File: src/rtl/dejdr_pkg.sv
// Shared types, lookups and helpers for the multi-dice roller.
// Die-type enum, faces table, 7-segment codes, LFSR taps, FSM states.
package dejdr_pkg;

    typedef enum logic [2:0] {
        DT_D4   = 3'd0,
        DT_D6   = 3'd1,
        DT_D8   = 3'd2,
        DT_D10  = 3'd3,
        DT_D12  = 3'd4,
        DT_D20  = 3'd5,
        DT_D100 = 3'd6
    } die_t;

    typedef enum logic [2:0] {
        ST_IDLE = 3'd0,
        ST_ROLL = 3'd1,
        ST_SUM  = 3'd2,
        ST_CONV = 3'd3,
        ST_SHOW = 3'd4
    } state_t;

    localparam int          LFSR_W    = 16;
    // x^16 + x^14 + x^13 + x^11 + 1 -> register bits 15, 13, 12, 10
    localparam logic [15:0] LFSR_TAPS = 16'hB400;

    // Active-low segments, bit0 = a .. bit6 = g
    localparam logic [6:0] SEG_D     = 7'h21;
    localparam logic [6:0] SEG_BLANK = 7'h7F;

    function automatic logic [6:0] faces(input die_t t);
        unique case (t)
            DT_D4:   return 7'd4;
            DT_D6:   return 7'd6;
            DT_D8:   return 7'd8;
            DT_D10:  return 7'd10;
            DT_D12:  return 7'd12;
            DT_D20:  return 7'd20;
            DT_D100: return 7'd100;
            default: return 7'd6;
        endcase
    endfunction

    function automatic die_t next_die(input die_t t);
        if (t == DT_D100)
            return DT_D4;
        return die_t'(t + 3'd1);
    endfunction

    function automatic logic [6:0] seg7(input logic [3:0] d);
        unique case (d)
            4'd0:    return 7'h40;
            4'd1:    return 7'h79;
            4'd2:    return 7'h24;
            4'd3:    return 7'h30;
            4'd4:    return 7'h19;
            4'd5:    return 7'h12;
            4'd6:    return 7'h02;
            4'd7:    return 7'h78;
            4'd8:    return 7'h00;
            4'd9:    return 7'h10;
            default: return SEG_BLANK;
        endcase
    endfunction

    // Values here never exceed 100, so a single hundreds check suffices
    function automatic logic [11:0] to_bcd3(input logic [6:0] v);
        logic [6:0] r;
        logic [3:0] h;
        h = (v >= 7'd100) ? 4'd1 : 4'd0;
        r = (v >= 7'd100) ? v - 7'd100 : v;
        return {h, 4'(r / 7'd10), 4'(r % 7'd10)};
    endfunction

    function automatic logic [LFSR_W-1:0] lfsr_next(
        input logic [LFSR_W-1:0] l
    );
        return {l[LFSR_W-2:0], ^(l & LFSR_TAPS)};
    endfunction

endpackage

File: src/rtl/dejdr_bin2bcd.sv
// Iterative double-dabble: start loads bin, done pulses SUM_W cycles later.
// Ports: clk, rst_n, start, bin -> done, d100, d10, d1 (BCD digits).
module dejdr_bin2bcd #(
    parameter int SUM_W = 9
) (
    input  logic             clk,
    input  logic             rst_n,
    input  logic             start,
    input  logic [SUM_W-1:0] bin,
    output logic             done,
    output logic [3:0]       d100,
    output logic [3:0]       d10,
    output logic [3:0]       d1
);

    localparam int IT_W = $clog2(SUM_W + 1);

    logic [SUM_W-1:0] sr_q;
    logic [11:0]      bcd_q;
    logic [11:0]      dab;
    logic [IT_W-1:0]  it_q;
    logic             act_q;

    // add-3 on every nibble of 5 or more before each shift
    always_comb begin
        dab = bcd_q;
        for (int i = 0; i < 3; i++) begin
            if (bcd_q[i*4 +: 4] >= 4'd5)
                dab[i*4 +: 4] = bcd_q[i*4 +: 4] + 4'd3;
        end
    end

    always_ff @(posedge clk or negedge rst_n) begin
        if (!rst_n) begin
            sr_q  <= '0;
            bcd_q <= '0;
            it_q  <= '0;
            act_q <= 1'b0;
            done  <= 1'b0;
        end else begin
            done <= 1'b0;
            if (start) begin
                sr_q  <= bin;
                bcd_q <= '0;
                it_q  <= IT_W'(SUM_W);
                act_q <= 1'b1;
            end else if (act_q) begin
                {bcd_q, sr_q} <= {dab, sr_q} << 1;
                it_q          <= it_q - IT_W'(1);
                if (it_q == IT_W'(1)) begin
                    act_q <= 1'b0;
                    done  <= 1'b1;
                end
            end
        end
    end

    assign d100 = bcd_q[11:8];
    assign d10  = bcd_q[7:4];
    assign d1   = bcd_q[3:0];

endmodule

File: src/rtl/de_jdr_multi.sv
// Multi-dice RPG roller: debounced buttons, roll FSM, summed 3-digit result.
// In: clk, rst_n, suivant_n/nombre_n/lancer_n (low = pressed).
// Out: typ_d/typ100/typ10/typ1 die type, nb count, res100/res10/res1, busy.
// Option DEJDR_CRIT_EN adds crit (critical on max, blink on fumble).
module de_jdr_multi
    import dejdr_pkg::*;
#(
    parameter int          NB_DES_MAX      = 4,
    parameter int          DEBOUNCE_CYCLES = 16,
    parameter logic [15:0] SEED            = 16'hACE1
) (
    input  logic       clk,
    input  logic       rst_n,
    input  logic       suivant_n,
    input  logic       nombre_n,
    input  logic       lancer_n,
    output logic [6:0] typ_d,
    output logic [6:0] typ100,
    output logic [6:0] typ10,
    output logic [6:0] typ1,
    output logic [6:0] nb,
    output logic [6:0] res100,
    output logic [6:0] res10,
    output logic [6:0] res1,
    output logic       busy
`ifdef DEJDR_CRIT_EN
    ,
    output logic       crit
`endif
);

    localparam int SUM_W = $clog2(NB_DES_MAX * 100 + 1);
    localparam int DB_W  = $clog2(DEBOUNCE_CYCLES);
    localparam logic [DB_W-1:0] DB_MAX = DB_W'(DEBOUNCE_CYCLES - 1);

    // bit0 = suivant, bit1 = nombre, bit2 = lancer
    logic [2:0] btn_n;
    logic [2:0] level;
    logic [2:0] press;
    logic       unused_lvl;

    assign btn_n      = {lancer_n, nombre_n, suivant_n};
    assign unused_lvl = ^level[1:0];

    for (genvar g = 0; g < 3; g++) begin : g_db
        logic            s1_q;
        logic            s2_q;
        logic            lvl_q;
        logic            prs_q;
        logic [DB_W-1:0] cnt_q;

        always_ff @(posedge clk or negedge rst_n) begin
            if (!rst_n) begin
                s1_q  <= 1'b1;
                s2_q  <= 1'b1;
                lvl_q <= 1'b1;
                prs_q <= 1'b0;
                cnt_q <= '0;
            end else begin
                s1_q  <= btn_n[g];
                s2_q  <= s1_q;
                prs_q <= 1'b0;
                if (s2_q == lvl_q) begin
                    cnt_q <= '0;
                end else if (cnt_q == DB_MAX) begin
                    cnt_q <= '0;
                    lvl_q <= s2_q;
                    prs_q <= ~s2_q;
                end else begin
                    cnt_q <= cnt_q + DB_W'(1);
                end
            end
        end

        assign level[g] = lvl_q;
        assign press[g] = prs_q;
    end

    state_t            state_q;
    state_t            state_d;
    die_t              typ_q;
    logic [3:0]        cnt_q;
    logic [3:0]        k_q;
    logic [SUM_W-1:0]  acc_q;
    logic [SUM_W-1:0]  acc_next;
    logic [LFSR_W-1:0] lfsr_q;
    logic [15:0]       anim_q;
    logic [6:0]        die_val;
    logic [11:0]       die_bcd;
    logic [11:0]       typ_bcd;

    logic adv_typ;
    logic adv_nb;
    logic clr_acc;
    logic add_die;
    logic bcd_start;
    logic latch_res;
    logic anim_ld;

    logic       bcd_done;
    logic [3:0] b100;
    logic [3:0] b10;
    logic [3:0] b1;

    // Scale the 16-bit LFSR onto 1..faces
    assign die_val  = 7'(({7'd0, lfsr_q} * {16'd0, faces(typ_q)}) >> 16)
                    + 7'd1;
    assign die_bcd  = to_bcd3(die_val);
    assign acc_next = acc_q + SUM_W'(die_val);

    always_comb begin
        state_d   = state_q;
        adv_typ   = 1'b0;
        adv_nb    = 1'b0;
        clr_acc   = 1'b0;
        add_die   = 1'b0;
        bcd_start = 1'b0;
        latch_res = 1'b0;
        anim_ld   = 1'b0;
        unique case (state_q)
            ST_IDLE, ST_SHOW: begin
                adv_typ = press[0];
                adv_nb  = press[1];
                if (press[2])
                    state_d = ST_ROLL;
            end
            ST_ROLL: begin
                anim_ld = (anim_q == '0);
                if (level[2]) begin
                    state_d = ST_SUM;
                    clr_acc = 1'b1;
                end
            end
            ST_SUM: begin
                add_die = 1'b1;
                // last die goes straight into the converter via acc_next
                if (k_q + 4'd1 == cnt_q) begin
                    bcd_start = 1'b1;
                    state_d   = ST_CONV;
                end
            end
            ST_CONV: begin
                if (bcd_done) begin
                    latch_res = 1'b1;
                    state_d   = ST_SHOW;
                end
            end
            default: state_d = ST_IDLE;
        endcase
    end

    always_ff @(posedge clk or negedge rst_n) begin
        if (!rst_n)
            state_q <= ST_IDLE;
        else
            state_q <= state_d;
    end

    always_ff @(posedge clk or negedge rst_n) begin
        if (!rst_n) begin
            typ_q  <= DT_D6;
            cnt_q  <= 4'd1;
            k_q    <= '0;
            acc_q  <= '0;
            lfsr_q <= SEED;
            anim_q <= '0;
            res100 <= SEG_BLANK;
            res10  <= SEG_BLANK;
            res1   <= SEG_BLANK;
        end else begin
            lfsr_q <= lfsr_next(lfsr_q);
            anim_q <= anim_q + 16'd1;
            if (adv_typ)
                typ_q <= next_die(typ_q);
            if (adv_nb)
                cnt_q <= (cnt_q == 4'(NB_DES_MAX)) ? 4'd1 : cnt_q + 4'd1;
            if (clr_acc) begin
                acc_q <= '0;
                k_q   <= '0;
            end else if (add_die) begin
                acc_q <= acc_next;
                k_q   <= k_q + 4'd1;
            end
            if (anim_ld) begin
                res100 <= seg7(die_bcd[11:8]);
                res10  <= seg7(die_bcd[7:4]);
                res1   <= seg7(die_bcd[3:0]);
            end
            if (latch_res) begin
                res100 <= seg7(b100);
                res10  <= seg7(b10);
                res1   <= seg7(b1);
            end
        end
    end

    dejdr_bin2bcd #(
        .SUM_W(SUM_W)
    ) u_bcd (
        .clk  (clk),
        .rst_n(rst_n),
        .start(bcd_start),
        .bin  (acc_next),
        .done (bcd_done),
        .d100 (b100),
        .d10  (b10),
        .d1   (b1)
    );

    assign busy = (state_q == ST_ROLL) || (state_q == ST_SUM)
               || (state_q == ST_CONV);

    // Faces shown with leading zeros blanked
    assign typ_bcd = to_bcd3(faces(typ_q));
    assign typ_d   = SEG_D;
    assign typ100  = (typ_bcd[11:8] == 4'd0) ? SEG_BLANK
                                            : seg7(typ_bcd[11:8]);
    assign typ10   = (typ_bcd[11:4] == 8'd0) ? SEG_BLANK
                                            : seg7(typ_bcd[7:4]);
    assign typ1    = seg7(typ_bcd[3:0]);
    assign nb      = seg7(cnt_q);

`ifdef DEJDR_CRIT_EN
    logic [21:0] blink_q;
    logic        crit_max_q;
    logic        crit_min_q;

    // Flags are captured with the result so later type changes keep them
    always_ff @(posedge clk or negedge rst_n) begin
        if (!rst_n) begin
            blink_q    <= '0;
            crit_max_q <= 1'b0;
            crit_min_q <= 1'b0;
        end else begin
            blink_q <= blink_q + 22'd1;
            if (latch_res) begin
                crit_max_q <= (cnt_q == 4'd1)
                           && (acc_q == SUM_W'(faces(typ_q)));
                crit_min_q <= (cnt_q == 4'd1)
                           && (acc_q == SUM_W'(1));
            end
        end
    end

    assign crit = (state_q == ST_SHOW)
               && (crit_max_q || (crit_min_q && blink_q[21]));
`endif

endmodule

File: config.mk
export PLATFORM = sky130hd
export DESIGN_NAME = de_jdr_multi
export DESIGN_NICKNAME = d
export VERILOG_FILES = /design/src/rtl/dejdr_pkg.sv /design/src/rtl/dejdr_bin2bcd.sv /design/src/rtl/de_jdr_multi.sv
export SDC_FILE = /design/constraint.sdc
export NUM_CORES = 1
export LEC_CHECK = 0
export ABC_AREA = 0
export BUFFER_PORTS_ARGS = -buffer_cell sky130_fd_sc_hd__buf_2
export CAP_MARGIN = 30
export CORE_MARGIN = 5
export CORE_UTILIZATION = 53
export CTS_BUF_LIST = sky130_fd_sc_hd__clkbuf_16
export CTS_CLUSTER_DIAMETER = 60
export DETAILED_ROUTE_END_ITERATION = 8
export PLACE_DENSITY = 0.77
export SLEW_MARGIN = 30
export SYNTH_ARGS = -nofsm -noshare
export SYNTH_HDL_FRONTEND = slang
export SYNTH_HIERARCHICAL = 1
export SYNTH_SLANG_ARGS = --single-unit
File: constraint.sdc
create_clock -name clk -period 10.4 [get_ports clk]
set_input_delay 1.56 -clock clk [delete_from_list [all_inputs] [get_ports clk]]
set_output_delay 1.56 -clock clk [all_outputs]
set_load 0.02 [all_outputs]
; Word level (Yosys, flattened, before mapping)
; Memories as Yosys holds them, arrays and structs flattened.
; Index checks and enable logic that the tools add are counted.
[totals]
regBits = 127
romBits = 1120
input_bits = 5
memories = 10
[mem_list]
columns = name, depth, word_bits, rd, rd_clocked_by_memory_dff, write_ports, line_no
row1 = (name not given), 16, 7, 1, 0, 0, dejdr_pkg.sv:51  ; unique case (d)
row2 = (name not given), 16, 7, 1, 0, 0, dejdr_pkg.sv:51
row3 = (name not given), 16, 7, 1, 0, 0, dejdr_pkg.sv:51
row4 = (name not given), 16, 7, 1, 0, 0, dejdr_pkg.sv:51
row5 = (name not given), 16, 7, 1, 0, 0, dejdr_pkg.sv:51
row6 = (name not given), 16, 7, 1, 0, 0, dejdr_pkg.sv:51
row7 = +4 memories, -, -, -, -, -, -
[classes]
add_sub_neg = 15
multipliers = 1
div_mod_pow = 4
n_lt_le_gt_ge = 5
eq_ne = 22
n_mux = 64
n_bitwise = 6
n_reduce_logical = 16
[op_table]
columns = cell, count
row1 = $mux 7, 10
row2 = $mux 4, 13
row3 = $pmux 7 s6, 1
row4 = $mux 9, 4
row5 = $mux 1, 26
row6 = $mux 12, 2
row7 = $mul 16x7->23, 1
row8 = $mux 3, 7
row9 = $add 4x1->4 const B, 5
row10 = $add 16x1->16 const B, 1
row11 = $logic_not 16->1, 1
row12 = $reduce_xor 16->1, 1
row13 = $div 7x4->7 const B, 2
row14 = $ge 7x7->1 const B, 2
row15 = $mod 7x4->7 const B, 2
row16 = $sub 7x7->7 const B, 2
row17 = $eq 3x2->1 const B, 4
row18 = $eq 3x3->1 const B, 4
row19 = $eq 4x4->1 const B, 3
row20 = $ge 4x3->1 const B, 3
row21 = $pmux 3 s4, 1
row22 = $add 9x7->9, 1
row23 = $add 4x2->4 const B, 2
row24 = $logic_not 8->1, 1
row25 = other kinds (19), 34

; Logic depth before layout (Yosys ltp)
; Gate-level depths: netlist of run 1.
; An unclocked memory read counts as a cell.
[logic_depth]
word_depth = 10
ltp_mapped = 42

; By module
; Netlist of run 1, hierarchy kept.
[modules_own_cells]
columns = module, n_inst, cells_per_inst, area_per_inst_um2, seq_area_each_um2
row1 = de_jdr_multi, 1, 1113, 9929.5, 2552.4
row2 = dejdr_bin2bcd, 1, 150, 1457.6, 675.6

; Least setup slack after synthesis of run 1
; OpenSTA, ideal clock, no wires.
[synth_path]
path_kind = reg-to-reg
startpoint = register typ_q[0]
endpoint = register res1[6]
setup_ps = 59
t_arrival_ps = 9022
slack_ps = 1318
path_stages_with_launch = 39
cell_sequence = dfstp_2 and2_1 ha_1 a31o_4 clkbuf_1 clkbuf_1 and2_1 fa_1 fa_1 fa_1 ha_1 ha_1 nand4_1 or3b_1 o31ai_2 mux2i_2 xor2_1 inv_2 (+3 left out) nand2_1 a21oi_1 mux2_4 mux2_4 nor3_1 nor2_1 xnor2_1 a221oi_1 o21ai_1 ha_1 o21ai_4 inv_4 xnor2_1 ha_1 a2bb2oi_1 o21ai_0 o211ai_1 a21o_1
[synth_between]
elab_chain_len = 10
word_cells_on_any_way = 16
cone_classes = add/sub: 2 / mul: 1 / div: 1 / order compare: 1 / eq/ne: 5 / mux: 4 / reduce/logical: 1 / memory: 1
[synth_lines]
columns = element, line_no
row1 = from (decl), de_jdr_multi.sv:81  ; die_t typ_q;
row2 = from (signal assigned), de_jdr_multi.sv:174  ; typ_q <= next_die(typ_q);
row3 = "$eq 3x3->1, or another cell as far along", dejdr_pkg.sv:32  ; unique case (t)
row4 = $pmux 7 s6 (*), dejdr_pkg.sv:32
row5 = $mul 16x7->23 (*), de_jdr_multi.sv:106  ; assign die_val = 7'(({7'd0, lfsr_q} * {16'd0, faces(typ_q)}) >> 16)
row6 = $add 7x1->7 (*), de_jdr_multi.sv:107  ; + 7'd1;
row7 = $sub 7x7->7 or $ge 7x7->1 (tied branches), dejdr_pkg.sv:71  ; r = (v >= 7'd100) ? v - 7'd100 : v;
row8 = $mux 7 (*), dejdr_pkg.sv:71
row9 = $mod 7x4->7 (*), dejdr_pkg.sv:72  ; return {h, 4'(r / 7'd10), 4'(r % 7'd10)};
row10 = $mem_v2 16x7 (*), -
row11 = $mux 7 (*), de_jdr_multi.sv:184  ; if (anim_ld) begin
row12 = $mux 7 (*), de_jdr_multi.sv:189  ; if (latch_res) begin
row13 = to (signal assigned), de_jdr_multi.sv:187  ; res1 <= seg7(die_bcd[3:0]);
row14 = to (signal assigned), de_jdr_multi.sv:192  ; res1 <= seg7(b1);
row15 = to (decl), de_jdr_multi.sv:24  ; output logic [6:0] res1,
; Mark *: on every way between the ends. The rest lies on a longest branch, timed or not. The select of a mux whose other input is x is not followed.
; A chain may end at the register's enable or synchronous reset.

; Worst setup path after layout of run 1
[layout_path]
startpoint = register typ_q[2]
endpoint = register res1[6]
; Same word-level chain as after synthesis.

==> results of run 1 <==
[cell type report]
| type | count | area [um^2] |
|---|---|---|
| Sequential cell | 127 | 3230 |
| Timing Repair Buffer | 62 | 362 |
| Multi-Input combinational cell | 990 | 7550 |
| Fill cell | 1783 | 8650 |
| Inverter | 100 | 385 |
| Tap cell | 275 | 344 |
| Clock buffer | 17 | 425 |
| Clock inverter | 15 | 143 |
[routing by layer]
metal | wire [um] | GRT usage (%) | vias up
met5 | 0 | 0 | -
met4 | 378 | 5.45 | 0
met3 | 1060 | 3.57 | 39
met2 | 11900 | 34.3 | 233
met1 | 12000 | 30.4 | 4503
li1 | - | - | 4426
[path summary, 6_finish.rpt]
check / start / to / slack [ps]
max reg2reg: typ_q[2] / res1[6] / 650
max: typ_q[2] / res1[6] / 650
min reg2reg: g_db[2].s1_q / g_db[2].s2_q / 350
max in group asynchronous: rst_n / u_bcd/sr_q[2] / 8020
min: g_db[2].s1_q / g_db[2].s2_q / 350
min in group asynchronous: rst_n / lfsr_q[2] / 1130
[stage by stage]
step / util (%) / total power, mW / setup slack [ps]
5_1_grt: 59.0 / 1.15 / 8.45
3_3_place_gp: 55.8 / 0.533 / 741
2_1_floorplan: - / 0.524 / 1320
3_5_place_dp: 55.8 / 0.533 / 359
6_report: 59.0 / 1.11 / 653
4_1_cts: 58.5 / 1.12 / 306
[power groups by stage]
stage | sequential [mW] | clock [mW] | combinational, mW
4_1_cts | 0.503 | 0.592 | 0.0219
3_5_place_dp | 0.512 | 0 | 0.0218
6_report | 0.503 | 0.583 | 0.0212
5_1_grt | 0.504 | 0.620 | 0.0254
2_1_floorplan | 0.511 | 0 | 0.0129
3_3_place_gp | 0.511 | 0 | 0.0214
[worst register-to-register path, delay by kind of cell, from the launching register on]
kind	cells	cell delay, ps
muxes	1	360
xor gates and xnor gates	2	340
DFF	1	460
and+or+nand+nor	8	1730
buffers and inverters	7	1180
adders and majority gates	8	3120
AOI/OAI and AO/OA	11	2530
[cells in the mapped netlist, drive strengths merged (16+ instances only)]
cell type / count / area share [%]
nor2b: 32 / 1.8
inv: 99 / 3.4
fa: 56 / 9.8
nor2: 83 / 2.8
buf: 30 / 1.9
and2: 41 / 2.3
a21oi: 85 / 3.9
ha: 108 / 12
clkbuf: 26 / 0.86
xor2: 18 / 1.5
o31ai: 17 / 1.3
xnor2: 44 / 3.4
dfrtp: 87 / 19
nand2b: 20 / 1.1
mux2i: 19 / 1.8
o21ai: 84 / 3.8
dfstp: 40 / 9.2
nor3: 16 / 0.89
nand2: 136 / 4.5
nand3: 30 / 1.3
[flip-flops by register name (all words and copies together) (netlist names)]
signal and cells:
anim_q 16, res100 7, lfsr_q 16, g_db.s2_q 3, u_bcd/act_q 1, res10 7, g_db.lvl_q 3, u_bcd/done 1
u_bcd/it_q 4, u_bcd/bcd_q 12, state_q 3, cnt_q 4, res1 7, acc_q 9, g_db.cnt_q 12, g_db.prs_q 3
typ_q 3, u_bcd/sr_q 9, g_db.s1_q 3, k_q 4
[what timing repair did]
| action | in CTS | in global routing |
|---|---|---|
| hold buffers | 0 | 0 |
| setup endpoints to repair | 0 | 13 |
| resized for setup | 0 | 10 |
| setup buffers | 0 | 5 |
[cells by family after synthesis]
logic type,after synthesis,synth area share (%)
simple gates,434,19.5
fa+ha+maj,164,21.7
compound gates,292,16.8
mux,26,2.56
buf+inv,156,6.19
other cells,2,0.0660
xor+xnor,62,4.83
flops,127,28.3
==> flow_summary.toml, run 1 <==
[sta]
final_period_minus_worst_setup_slack_ps = 9750
tightest_slew_ps = 828
finalHoldViolCount = 0
timing.hold.ws_ps = 355
setup_clock_skew_after_layout_ps = 19.6
max-slew-margin-rel_pct = 44.6
finalSetupTns_ps = 0
achievable-frequency_mhz = 103
post-route-period-util_pct = 93.7
setup_viol_count_final = 0
max_transition_viols_final = 0
unrepaired_setup_endpoints_after_global_routing = "false"

[placement]
dp_cells = 1549
placement.io_buffers = 49
detailed_place_hpwl_um = 18500
placed_area_mm2 = 0.0118
gp_congestion = 0.922

[power]
seqPwrFrac_pct = 45.4
peakVddDrop_v = 0.000100
power.switching_fraction_pct = 22.7
cellLeakagePower_nw = 5.90
switching_power_total_mw = 0.252
power_density_mw_per_mm2 = 89.1
p_int_mw = 0.856
share_comb_of_total_power_pct = 1.9
clock_power_share_pct = 52.6

[drt]
routed_wl_um = 25300
route.vias.total = 9201
wl_per_cell_um = 15.9
vias_per_cell = 5.80
number_of_design_rule_violations_left_by_the_first_detailed_router_iteration = 504
drc_errors = 0
drt-pass1-iter-count = 5
drtAntennaViolNets = 0

[min_path]
min_path_cells = 0
worst_hold_path_type = "register to register"

[layout]
layout_common_cells = "sky130_fd_sc_hd__nand2_1, sky130_fd_sc_hd__ha_1, sky130_fd_sc_hd__inv_1"
post_route_cell_area_mm2 = 0.0124
layout-drive-gt1-share_pct = 14.6
antenna-diode-count = 0
post_layout_nonfiller_instances = 1586
most_frequent_standard_cell_in_the_layout_excluding_fill_and_tap_cells = "sky130_fd_sc_hd__nand2_1"
area.growth.synth_to_final_pct = 9.21
design.final.nets = 1467

[synth]
ys.warnings.count = 6
ys_types = 96
synth-async-reset-ratio_pct = 100
synth-edff-count = 0
post_synth_inst_count = 1263
syn-cell-area_mm2 = 0.0114
synth-seq-area-share_pct = 28.3
syn-mean-instance-area_um2 = 9.02
flop_and_latch_count_out_of_synthesis = 127
most_common_flop_cell_mapped_by_yosys = "sky130_fd_sc_hd__dfrtp_1"

[floorplan]
die_height_um = 157
fp.dieArea_mm2 = 0.0245
floorplan.die.width_um = 157
fp-row-count = 53
effective_utilization_at_floorplan_pct = 54.0
core_area_mm2 = 0.0211
num_io_pins = 62

[worst_setup_path]
critical-path-top-cell-by-count = "sky130_fd_sc_hd__ha_1"
critical_path_arrival_ps = 10120
critPathCaptureType = "register"
critical_path.max_fanout = 17
critical_path.slowest_cell = "sky130_fd_sc_hd__fa_1"
critPathKind = "register to register"
worst_ep_required_time_ps = 10770
worstRegToRegCells = 37
critPathMaxStageDelay_ps = 560
cp.depth = 37
critPathBufInv = 7
timing.critical_path.max_delay_family = "adder cells"
startpoint_type = "register"

[run]
max_cap_viol_count = 0

[grt]
groute.usage.overall_pct = 21.4
maximum_number_of_pins_on_one_net_before_global_route_repair = 68
grt_antenna_before_repair = 0
grt_first_pass_wirelength_um = 44000
number_of_global_route_vias_before_repair = 9214
globalRoute.totalOverflow = 0

[clocking]
clk_pin_slew_worst_paths_ps = 60
cts_max_path_buffers = 2
tritoncts = "done"
cts_buf_count = 17
worstSkewPairLatency_ps = 430
clock_root_buffer = "sky130_fd_sc_hd__clkbuf_16"
numClockSinks = 127
cts-htree-levels = 4

[status]
outcome = "completed"
Note: power is estimated with default switching activity, not from simulation.
==> inputs of run 2 (changes only) <==
ABC_AREA = 1   (was 0)
==> run 2 against run 1 <==
  * Sequential share of layout area grew 1.5 points
  * Routed wire length shrank 14%
  * Global-route usage shrank 2.0 points
  * Synthesized cell count grew 4.0%
  * Sequential cell count is the same
  * Critical endpoint is now res1[3]
  * Worst hold slack lost 1.0 ps
  * Largest cell class unchanged
  * First-iteration DRC count grew 6.5%
  * Non-clock buffer count shrank 9
  * Register-to-register slack gained 1100 ps
  * Critical path depth grew 15
==> flow_summary.toml, run 2 <==
[clocking]
cts.hold.buffers_added = 0
cts-htree-levels = 4
cts_repair_resize_count = 0
cts_buf_count = 17
cts_max_path_buffers = 2
worstSkewPairLatency_ps = 430
postCtsSetupBuffers = 0
clock_root_buffer = "sky130_fd_sc_hd__clkbuf_16"
tritoncts = "done"
clk_pin_slew_worst_paths_ps = 60
numClockSinks = 127

[worst_setup_path]
critPathCaptureType = "register"
worst_ep_required_time_ps = 10760
critPathMaxStageDelay_ps = 570
critical_path_arrival_ps = 9050
critical_path.max_fanout = 16
startpoint_type = "register"
reg2reg_slack_ps = 1710
critical_path.slowest_cell = "sky130_fd_sc_hd__dfstp_2"
worstRegToRegCells = 52
critical_path.reg2reg.endpoint = "res1[3]"
critPathKind = "register to register"
critical-path-top-cell-by-count = "sky130_fd_sc_hd__nand2_1"
regToRegStartpoint = "typ_q[0]"

[grt]
globalRoute.totalOverflow = 0
grt_first_pass_wirelength_um = 38400
groute.usage.overall_pct = 19.4
maximum_number_of_pins_on_one_net_before_global_route_repair = 77
grt_antenna_before_repair = 0
number_of_global_route_vias_before_repair = 8393

[run]
max_cap_viol_count = 0

[synth]
syn-mean-instance-area_um2 = 8.16
flop_and_latch_count_out_of_synthesis = 127
ys_types = 54
synth_area_leader_cell = "sky130_fd_sc_hd__dfrtp_1"
synth_area_leaders = "sky130_fd_sc_hd__dfrtp_1, sky130_fd_sc_hd__ha_1, sky130_fd_sc_hd__fa_1"
yosys.area.top_type_share_pct = 20.3
most_common_flop_cell_mapped_by_yosys = "sky130_fd_sc_hd__dfrtp_1"
synth-edff-count = 0
ys.warnings.count = 6
synth-async-reset-ratio_pct = 100
post_synth_inst_count = 1313
syn-cell-area_mm2 = 0.0107
synthTopCellsByCount = "sky130_fd_sc_hd__nand2_1, sky130_fd_sc_hd__inv_1, sky130_fd_sc_hd__nor2_1"
synth-seq-area-share_pct = 30.1
most_frequent_cell_after_synthesis = "sky130_fd_sc_hd__nand2_1"

[floorplan]
fp.dieArea_mm2 = 0.0232
core_area_mm2 = 0.0200
effective_utilization_at_floorplan_pct = 53.5
fp-row-count = 52
die_height_um = 152
floorplan.die.width_um = 152
num_io_pins = 62

[min_path]
hold-path-endpoint = "g_db[2].s2_q"
min_path_cells = 0
holdCritStartpoint = "g_db[2].s1_q"
worst_hold_path_type = "register to register"

[drt]
route.vias.total = 8654
vias_per_cell = 5.26
routed_wl_um = 21800
drt-pass1-iter-count = 5
number_of_design_rule_violations_left_by_the_first_detailed_router_iteration = 537
drc_errors = 0
drtAntennaViolNets = 0
wl_per_cell_um = 13.3

[sta]
finalSetupTns_ps = 0
max_transition_viols_final = 0
setup_viol_count_final = 0
max-slew-margin-rel_pct = 42.6
unrepaired_setup_endpoints_after_global_routing = "false"
achievable-frequency_mhz = 115
setup_clock_skew_after_layout_ps = 11.7
post-route-period-util_pct = 83.6
final_period_minus_worst_setup_slack_ps = 8690
timing.hold.ws_ps = 354
finalHoldViolCount = 0
tightest_slew_ps = 856
worst_slack_ps = 1710

[placement]
placement.io_buffers = 49
dp_cells = 1614
placed_area_mm2 = 0.0112
gp_congestion = 0.848
detailed_place_hpwl_um = 16700
preCtsSetupSlack_ps = 1720

[layout]
area.growth.synth_to_final_pct = 9.75
post_route_cell_area_mm2 = 0.0118
num-fill-cells = 1787
layout-drive-gt1-share_pct = 14.9
biggestRegsByFlops = "anim_q (16), lfsr_q (16)"
design.final.nets = 1532
post_layout_nonfiller_instances = 1646
multi_input_area_mm2 = 0.00658
antenna-diode-count = 0
layout_common_cells = "sky130_fd_sc_hd__nand2_1, sky130_fd_sc_hd__inv_1, sky130_fd_sc_hd__nor2_1"
storage_element_area_mm2 = 0.00323
final_core_utilization_pct = 58.7
most_frequent_standard_cell_in_the_layout_excluding_fill_and_tap_cells = "sky130_fd_sc_hd__nand2_1"

[power]
fin_total_pwr_mw = 1.16
seqPwrFrac_pct = 44.2
peakVddDrop_v = 0.000112
power.switching_fraction_pct = 24.0
switching_power_total_mw = 0.279
clock_power_share_pct = 50.5
power_density_mw_per_mm2 = 98.6
p_int_mw = 0.881
share_comb_of_total_power_pct = 5.3
cellLeakagePower_nw = 6.19

[status]
outcome = "completed"
run 2: logic make-up after synthesis:
logic type | synth area share (%)
AO/OA/AOI/OAI | 10.3
flip-flops | 30.1
AND/OR/NAND/NOR | 23.9
XOR/XNOR | 3.58
buffers and inverters | 8.92
other | 0.0701
adder cells (fa/ha/maj) | 23.1
run 2: area by class of cell:
type                       count  area share [%]
clock buffer                  19            4.04
inverter                     200            6.40
timing repair buffer          53            2.39
clock inverter                13           0.936
sequential                   127            27.4
multi-input combinational    964            55.9
tap                          270            2.87
run 2: critical path, delay by kind of cell (launching register included):
| kind | cells | cell delay, ps |
|---|---|---|
| simple gates | 27 | 2670 |
| xor+xnor | 1 | 270 |
| flops | 1 | 570 |
| buf+inv | 10 | 1140 |
| compound gates | 4 | 820 |
| fa+ha+maj | 10 | 3110 |
run 2: power by group through the flow:
| stage | combinational (mW) | clock [mW] | sequential (mW) |
|---|---|---|---|
| 3_3_place_gp | 0.0609 | 0 | 0.520 |
| 6_report | 0.0620 | 0.586 | 0.513 |
| 2_1_floorplan | 0.0432 | 0 | 0.519 |
| 4_1_cts | 0.0627 | 0.594 | 0.513 |
| 3_5_place_dp | 0.0622 | 0 | 0.521 |
| 5_1_grt | 0.0711 | 0.620 | 0.513 |
run 2: worst max-delay path by stage:
stage	startpoint	slack, ps	to	cells past startpoint
final	typ_q[0]	1710	res1[3]	52
after global routing	typ_q[1]	870	res1[3]	51
after CTS	typ_q[0]	1700	res1[3]	51
after detailed placement	typ_q[0]	1720	res1[3]	51
after global placement	typ_q[0]	2050	res1[3]	51
after floorplan	typ_q[1]	2510	res1[3]	54
run 2: per-layer routing:
| layer | wire length (um) | GRT usage [%] |
|---|---|---|
| met1 | 10200 | 26.7 |
| met2 | 10400 | 32.0 |
| met3 | 960 | 3.41 |
| met4 | 334 | 5.22 |
| met5 | 0 | 0 |
==> inputs of run 3 (changes only) <==
clock period = 8.68 ns   (was 10.4 ns; I/O delays follow)
==> run 3 against run 2 <==
  * Sequential cell count stayed put
  * Critical endpoint unchanged
  * Largest power group unchanged
  * Sequential share of layout area is 0.55 points lower
  * Cell count is 1.0% higher
  * Setup slack worse by 1100 ps
  * Non-clock buffer count is 18 higher
  * Clock skew is 4.5 ps higher
  * Combinational power is 24% higher
  * Clock power is 22% higher
  * Register-to-register slack worse by 1100 ps
==> flow_summary.toml, run 3 (synthesis results as in run 2) <==
[worst_setup_path]
timing.critical_path.max_delay_family = "simple AND/OR/NAND/NOR gates"
critical-path-top-cell-by-count = "sky130_fd_sc_hd__nand2_1"
critical_path.max_fanout = 8
critical_path.slowest_cell = "sky130_fd_sc_hd__dfstp_2"
critPathKind = "register to register"
critPathBufInv = 9
critical_path_arrival_ps = 8450
worst_ep_required_time_ps = 9040
critPathMaxStageDelay_ps = 560
reg2reg_slack_ps = 600
critPathCaptureType = "register"
startpoint_type = "register"

[status]
outcome = "completed"

[drt]
drtAntennaViolNets = 0
drc_errors = 0
routed_wl_um = 23200
route.vias.total = 8835
wl_per_cell_um = 13.9
number_of_design_rule_violations_left_by_the_first_detailed_router_iteration = 673
vias_per_cell = 5.31
drt-pass1-iter-count = 7

[sta]
tightest_slew_ps = 839
post-route-period-util_pct = 93.1
achievable-frequency_mhz = 124
setup_clock_skew_after_layout_ps = 16.2
max_transition_viols_final = 0
finalHoldViolCount = 0
max-slew-margin-rel_pct = 43.7
finalSetupTns_ps = 0
final_period_minus_worst_setup_slack_ps = 8080
setup_viol_count_final = 0

[floorplan]
floorplan.die.width_um = 152
num_io_pins = 62
core_area_mm2 = 0.0200
fp.dieArea_mm2 = 0.0232
fp-row-count = 52
die_height_um = 152
effective_utilization_at_floorplan_pct = 53.5

[clocking]
clk_pin_slew_worst_paths_ps = 60
tritoncts = "done"
cts-htree-levels = 4
cts.hold.buffers_added = 0
cts_buf_count = 17
clock_root_buffer = "sky130_fd_sc_hd__clkbuf_16"
worstSkewPairLatency_ps = 430
numClockSinks = 127
cts_max_path_buffers = 2

[layout]
design.final.nets = 1550
antenna-diode-count = 0
storage_element_area_mm2 = 0.00323
multi_input_area_mm2 = 0.00669
post_layout_nonfiller_instances = 1663
biggestRegsByFlops = "anim_q (16), lfsr_q (16)"
layout-drive-gt1-share_pct = 17.2
area.growth.synth_to_final_pct = 12.0
most_frequent_standard_cell_in_the_layout_excluding_fill_and_tap_cells = "sky130_fd_sc_hd__nand2_1"
layout_common_cells = "sky130_fd_sc_hd__nand2_1, sky130_fd_sc_hd__inv_1, sky130_fd_sc_hd__nor2_1"
num-fill-cells = 1765

[run]
max_cap_viol_count = 0

[min_path]
worst_hold_path_type = "register to register"

[power]
peakVddDrop_v = 0.000127
power_density_mw_per_mm2 = 117
fin_total_pwr_mw = 1.41
cellLeakagePower_nw = 6.25

[placement]
dp_cells = 1622
gp_congestion = 0.880
detailed_place_hpwl_um = 17100
placement.io_buffers = 49

[grt]
number_of_global_route_vias_before_repair = 8707
grt_antenna_before_repair = 0
globalRoute.totalOverflow = 0
groute.usage.overall_pct = 20.3
maximum_number_of_pins_on_one_net_before_global_route_repair = 75
grt_first_pass_wirelength_um = 40000
-- run 3: final cells by class --
class | count | area share (%)
tap | 270 | 2.81
timing repair buffer | 71 | 3.47
multi-input combinational | 964 | 55.7
sequential | 127 | 26.9
inverter | 200 | 6.27
clock inverter | 14 | 1.31
clock buffer | 17 | 3.54
-- run 3: timing repair --
item / CTS / global route
buffers inserted: 0 / 10
gates resized for setup: 0 / 26
setup endpoints to repair: 0 / 14
-- run 3: through the flow --
stage | utilization [%] | setup WS, ps | area [um^2] | hold slack [ps]
6_report | 59.9 | 596 | 12000 | 355
5_1_grt | 59.9 | -83.6 | 12000 | 360
4_1_cts | 58.9 | 278 | 11800 | 355
3_5_place_dp | 56.0 | 317 | 11200 | 347
3_3_place_gp | 56.0 | 744 | 11200 | 346
2_1_floorplan | - | 795 | 10800 | 345
-- run 3: final timing paths --
| path | start | endpoint | depth (start not counted) |
|---|---|---|---|
| setup / recovery | typ_q[0] | res1[3] | 56 |
| hold / removal | g_db[2].s1_q | g_db[2].s2_q | 0 |
| hold reg to reg | g_db[2].s1_q | g_db[2].s2_q | 0 |
| max in group asynchronous | rst_n | u_bcd/bcd_q[8] | 2 |
| setup reg to reg | typ_q[0] | res1[3] | 56 |
| min in group asynchronous | rst_n | g_db[0].prs_q | 1 |
-- run 3: routing by layer --
metal  part of all wire, %  routed length (um)  vias to the layer above  track usage [%]
li1                      -                   -                     4334                -
met1                    45               10500                     4219             27.6
met2                    48               11200                      242             33.5
met3                   4.4                1030                       40             3.41
met4                   1.9                 447                        0             6.16
met5                     0                   0                        -                0
-- run 3: where the power goes --
| group | internal [mW] | switching, mW | leakage (nW) |
|---|---|---|---|
| Clock | 0.426 | 0.290 | 0.282 |
| Combinational | 0.0234 | 0.0535 | 4.37 |
| Sequential | 0.605 | 0.00940 | 1.61 |
| Total | 1.05 | 0.353 | 6.25 |
